$ cat src/rtl/packet_fifo_writer.sv
// packet_fifo_writer: write-side controller for the sample FIFO.
// Deserializes an MSB-first bit stream, hunts for a header byte and writes
// the following payload bytes into the FIFO, one single-cycle strobe per byte.
// A payload byte that meets full=1 is dropped and recorded in a sticky flag.
//
// state   | meaning
// --------+--------------------------------------------------------------
// HUNT    | waiting for a completed byte equal to HEADER_A or HEADER_B
// PAYLOAD | writing PAYLOAD_BYTES bytes into the FIFO, then back to HUNT
module packet_fifo_writer #(
  parameter logic [7:0] HEADER_A      = 8'hA5,
  parameter logic [7:0] HEADER_B      = 8'hC3,
  parameter int         PAYLOAD_BYTES = 4
) (
  input  logic       clk,
  input  logic       reset,
  input  logic       serial_data,
  input  logic       data_ena,
  input  logic       full,
  output logic       wr,
  output logic [7:0] wr_data,
  output logic       pkt_done,
  output logic       overflow
);

  localparam logic [3:0] LAST_IDX = 4'(PAYLOAD_BYTES - 1);

  typedef enum logic {
    HUNT    = 1'b0,
    PAYLOAD = 1'b1
  } state_t;

  state_t      state;
  logic [6:0]  shift_reg_lo;
  logic        shift_reg_msb;
  logic [2:0]  bit_cnt;
  logic [3:0]  byte_idx;
  logic        byte_done;
  logic [7:0]  byte_val;

  // The byte completes on the edge that takes its 8th bit, so the value is
  // formed from the seven stored bits plus the bit arriving now.
  assign byte_done = data_ena && (bit_cnt == 3'd7);
  assign byte_val  = {shift_reg_lo, serial_data};

  // Deserializer: shift in valid bits, drop a partial byte when data_ena gaps.
  always_ff @(posedge clk) begin
    if (reset) begin
      shift_reg_msb <= 1'b0;
      shift_reg_lo  <= 7'd0;
      bit_cnt       <= 3'd0;
    end else if (data_ena) begin
      shift_reg_msb <= shift_reg_lo[6];
      shift_reg_lo  <= {shift_reg_lo[5:0], serial_data};
      bit_cnt       <= bit_cnt + 3'd1;
    end else if (bit_cnt != 3'd0) begin
      bit_cnt <= 3'd0;
    end
  end

  // Framing FSM with registered write strobe, data, packet-done and overflow.
  always_ff @(posedge clk) begin
    if (reset) begin
      state    <= HUNT;
      byte_idx <= 4'd0;
      wr       <= 1'b0;
      wr_data  <= 8'h00;
      pkt_done <= 1'b0;
      overflow <= 1'b0;
    end else begin
      wr       <= 1'b0;
      pkt_done <= 1'b0;
      if (byte_done) begin
        case (state)
          HUNT: begin
            if (byte_val == HEADER_A || byte_val == HEADER_B) begin
              state    <= PAYLOAD;
              byte_idx <= 4'd0;
            end
          end
          PAYLOAD: begin
            if (!full) begin
              wr      <= 1'b1;
              wr_data <= byte_val;
            end else begin
              overflow <= 1'b1;
            end
            byte_idx <= byte_idx + 4'd1;
            if (byte_idx == LAST_IDX) begin
              pkt_done <= 1'b1;
              state    <= HUNT;
            end
          end
          default: state <= HUNT;
        endcase
      end
    end
  end

endmodule

$ cat config.mk
export PLATFORM = sky130hd
export DESIGN_NAME = packet_fifo_writer
export DESIGN_NICKNAME = d
export VERILOG_FILES = /design/src/rtl/packet_fifo_writer.sv
export SDC_FILE = /design/constraint.sdc
export NUM_CORES = 1
export LEC_CHECK = 0
export BUFFER_PORTS_ARGS = -buffer_cell sky130_fd_sc_hd__buf_2
export CAP_MARGIN = 20
export CORE_MARGIN = 2
export CORE_UTILIZATION = 54
export DETAILED_ROUTE_END_ITERATION = 10
export GPL_TIMING_DRIVEN = 1
export HOLD_SLACK_MARGIN = 0.05
export PLACE_DENSITY_LB_ADDON = 0.08
export SLEW_MARGIN = 15
export SYNTH_ARGS = -nofsm -noshare
export SYNTH_HDL_FRONTEND = slang
export SYNTH_SLANG_ARGS = --single-unit
$ cat constraint.sdc
create_clock -name clk -period 1.95 [get_ports clk]
set_clock_uncertainty 0.15 [all_clocks]
set_input_delay 0.585 -clock clk [delete_from_list [all_inputs] [get_ports clk]]
set_output_delay 0.585 -clock clk [all_outputs]
set_load 0.02 [all_outputs]
Word level (Yosys, flattened, before mapping)
Index checks and enable logic that the tools add are counted.
Operators by class
  eq/ne operators: 5
  reductions and logical operators: 8
  $add $sub $neg: 2
  mux-type cells: 9
  bitwise operators: 3
Operators with widths (count)
  8-bit equality test, second input constant: 2
  4-bit case mux with 2 select lines: 1
  3-bit 2-to-1 mux: 2
  3-bit AND reduction: 2
  4-bit by 1-bit adder with 4-bit output, second input constant: 1
  4-bit by 2-bit equality test with 1-bit output, second input constant: 1
  1-bit 2-to-1 mux: 4
  4-bit 2-to-1 mux: 1
  3-bit by 1-bit adder with 3-bit output, second input constant: 1
  3-bit equality test, second input constant: 1
  1-bit NOT: 3
  3-bit nonzero test: 1
  3-bit OR reduction: 1
  2-bit inequality test, second input constant: 1
  1-bit case mux with 2 select lines: 1
  2-bit AND reduction: 1
  2-bit nonzero test: 1
  1-bit logical AND: 1
  1-bit logical OR: 1
Word-level totals
  logic and storage cells: 35
  flip-flop bits (word level): 26
  input port bits: 5
  output and inout bits: 11

Longest topological paths before layout
  depth in word-level cells: 4
  depth in mapped cells: 6
  depth with buffers taken out: 5

Least setup slack after synthesis
Ideal clock, no wire load.
  path kind: input to register
  from: input port data_ena
  to: register byte_idx[3]
  required time: 1705 ps
  path buffers: 1
  path slack: 302 ps
  arrival: 1403 ps
  setup time: 95 ps
  stages on the path: 4
  cells stage by stage: buf_2 > nand2_2 > or4_1 > o311ai_1
Between the ends
  cells in the longest elaborated chain, start to end: 2
RTL lines
  from (decl): line 18  | input logic data_ena,
  1-bit logical AND: line 43  | assign byte_done = data_ena && (bit_cnt == 3'd7);
  2-bit AND reduction (no line)
  to (signal assigned): line 88  | byte_idx <= byte_idx + 4'd1;
  to (decl): line 37  | logic [3:0] byte_idx;
No other way between the ends.
A chain may end at the register's enable or synchronous reset.

Final worst setup path
  from: register bit_cnt[0]
  to: register byte_idx[3]
Between the ends
  cells in the longest elaborated chain, start to end: 3
RTL lines
  from (decl): line 36  | logic [2:0] bit_cnt;
  from (signal assigned): line 55  | bit_cnt <= bit_cnt + 3'd1;
  3-bit equality test: line 43
  1-bit logical AND: line 43
  2-bit AND reduction (no line)
No other way between the ends.

==> out/summary.txt <==
Post-CTS Setup Repair Bufs = 0
drt drc = 0
Seq/Total Area, Yosys = 46.79%
vias in the first global route = 862
Synth Register Bits = 26
Mapped Cells = 124
Post-synth EDFFs = 0
starting density of the core = 56.70%
Critical Path Sink Type = register
fin. max-slew vios = 0
worst vdd ir = 535.7 uV
Worst slew margin = 74.70%
fin crit period = 1.786 ns
type of origin of the critical path = register
Cell Area, Synth = 1112 um2
outcome = completed
TritonCTS clock tree = yes
Inserted Clock Buffers = 3
first-pass GRT wire length = 3891 um
cell-internal power = 0.0007776 W
R2R Path Start = bit_cnt[0]
hold crit path type = reg -> reg
power density over the cells = 776.3 nW/um2
Yosys cell types = 31
input/output buffers = 15
CP required = 2.05 ns
Final Cycle Share = 91.61%
Die H = 49.39 um
Syn Area/Cell = 8.970 um2
# rows = 16
DIE WIDTH = 49.39 um
worst skew pair latency = 0.33 ns
Worst Path Buf+Inv = 0
sequential share of power = 56.5%
Layout area overhead = 13.72%
vias per cell = 5.801
Crit path top cell by count = ha_1
initial antenna violation count = 0
core box area = 1962 um2
Net Sw Frac = 20.81%
Crit-path slowest cell = or4_1
WS Path Type = reg -> reg
final net count = 149
Static Leak = 0.5409 nW
critical path, cell by cell = ha_1 > ha_1 > nand2_2 > or4_1 > o311ai_1
pin count of the biggest net entering global routing = 17
GRT Total Usage = 20.92%
Most used DFF post-synth = dfxtp_1
Worst Setup SP = bit_cnt[0]
Final Hold Fails = 0
Max clock buf depth = 2
CP arrival = 1.88 ns
vias = 963
number of I/O pins = 16
CTS root buffer = clkbuf_4
fmax = 0.5598 GHz
Overflow after GRT = 0
final-report setup violation count = 0
CP peak stage delay = 0.51 ns
routed wire length = 2282 um
die area = 2439 um2
Clock power frac = 37.6%
worst-path fanout max = 7
wire length per cell = 13.75 um
DR pass1 iterations = 4
max cap viols = 0
delay-heaviest family, CP = simple AND/OR/NAND/NOR gates
highest-count cells in the layout ignoring fill and taps = dfxtp_1 (26), nand2_1 (17), nor2_1 (15), buf_2 (15), a21oi_1 (13)
routability cong. = 0.8243
Reg clk slew, reported paths = 0.14 ns
RSZ-0062 raised after global routing = false
# clock sinks = 26
ant diodes = 0
combinational power share = 6.0%
Syn. warnings = 0
H-tree levels = 1
Power Total = 0.0009819 W
setup_tns = 0 ns
Post-DRT Antenna Nets = 0
Final HPWL DP = 1642 um
hold bufs inserted after CTS = 0
most common cell after layout, fill and taps aside = dfxtp_1
NetSw = 0.0002044 W
Synth Net Count = 133
Iteration-0 DRC Markers = 30
post_cts resized = 0
layout cells sized above 1 = 16.55%
Async S/R FF share, synth = 0%
Hold Startpoint = wr_data[4]
worst-margin pin slew = 0.3700 ns
layer usage:
metal  vias to the layer above  GRT usage [%]  routed length [um]
met5                         -              0                   0
met2                        40          34.01                1081
li1                        469              -                   -
met4                         0          10.19                  59
met1                       447          27.13                1005
met3                         7          3.067                 136
power by group through the flow:
| stage | registers, W | clock network, W | logic [W] |
|---|---|---|---|
| floorplan | 0.000562 | 0 | 0.0000442 |
| global placement | 0.000564 | 0 | 0.0000546 |
| detailed placement | 0.000565 | 0 | 0.0000587 |
| CTS | 0.000553 | 0.000378 | 0.0000588 |
| global route | 0.000556 | 0.000394 | 0.0000668 |
| finish | 0.000554 | 0.000369 | 0.0000585 |
metrics by stage:
step                hold WS, ns  cell area (um2)  worst slack (ns)  instances  utilization [%]
finish                   0.3111             1265            0.1637        166            64.48
global route             0.3435             1265           0.03415        166            64.48
CTS                      0.3117             1265            0.1606        166            64.48
detailed placement       0.2930             1212            0.1798        162            61.80
global placement         0.2906             1212            0.2636        162            61.80
floorplan                0.2942             1112            0.3016        124                -
synthesized netlist by cell type (2+ instances only):
| library cell | instances | area share [%] |
|---|---|---|
| inv_1 | 4 | 1.3 |
| nand2_1 | 17 | 5.7 |
| nand4bb_1 | 3 | 3.0 |
| nand2b_1 | 2 | 1.1 |
| clkbuf_1 | 3 | 1.0 |
| ha_1 | 4 | 4.5 |
| a211oi_1 | 2 | 1.3 |
| nor4bb_1 | 2 | 1.8 |
| buf_2 | 4 | 1.8 |
| nor2_1 | 15 | 5.1 |
| a21oi_1 | 13 | 5.8 |
| nand3_1 | 4 | 1.8 |
| and3_1 | 2 | 1.1 |
| mux2i_1 | 7 | 6.3 |
| dfxtp_1 | 26 | 47 |
worst paths after layout:
kind / to / slack [ns] / cells past startpoint
worst max-delay path: byte_idx[3] / 0.16 / 5
worst min-delay path: wr_data[4] / 0.31 / 2
worst max register to register: byte_idx[3] / 0.16 / 5
worst min register to register: wr_data[4] / 0.31 / 2
cells by family (layout without fill, tap and decap cells):
kind of cell               Yosys count  count (layout)  share of synthesized area (%)
adders and majority gates            4               4                          4.500
buffers and inverters               11              26                          4.162
DFF                                 26              26                          46.79
and+or+nand+nor                     54              54                          25.53
muxes                                7               7                          6.299
AOI/OAI and AO/OA                   22              22                          12.71
state kept, by name, indices dropped and copies added, names as in the netlist:
name	cells
bit_cnt	3
overflow	1
wr	1
pkt_done	1
state	1
shift_reg_lo	7
wr_data	8
byte_idx	4
final cells by class:
type	count	area (um2)
clock buffers	3	22.52
repair buffers	18	97.59
well taps	27	33.78
multi-input cells	87	545.5
inverters	4	15.01
clock inverters	1	30.03
flip-flops and latches	26	520.5
fillers	190	696.9
tightest hold or removal path: stages (launching register included):
cell,delay (ns)
dfxtp_1,0.33
nand2_1,0.05
a21oi_1,0.05
Power figures use the tool's default switching activity.
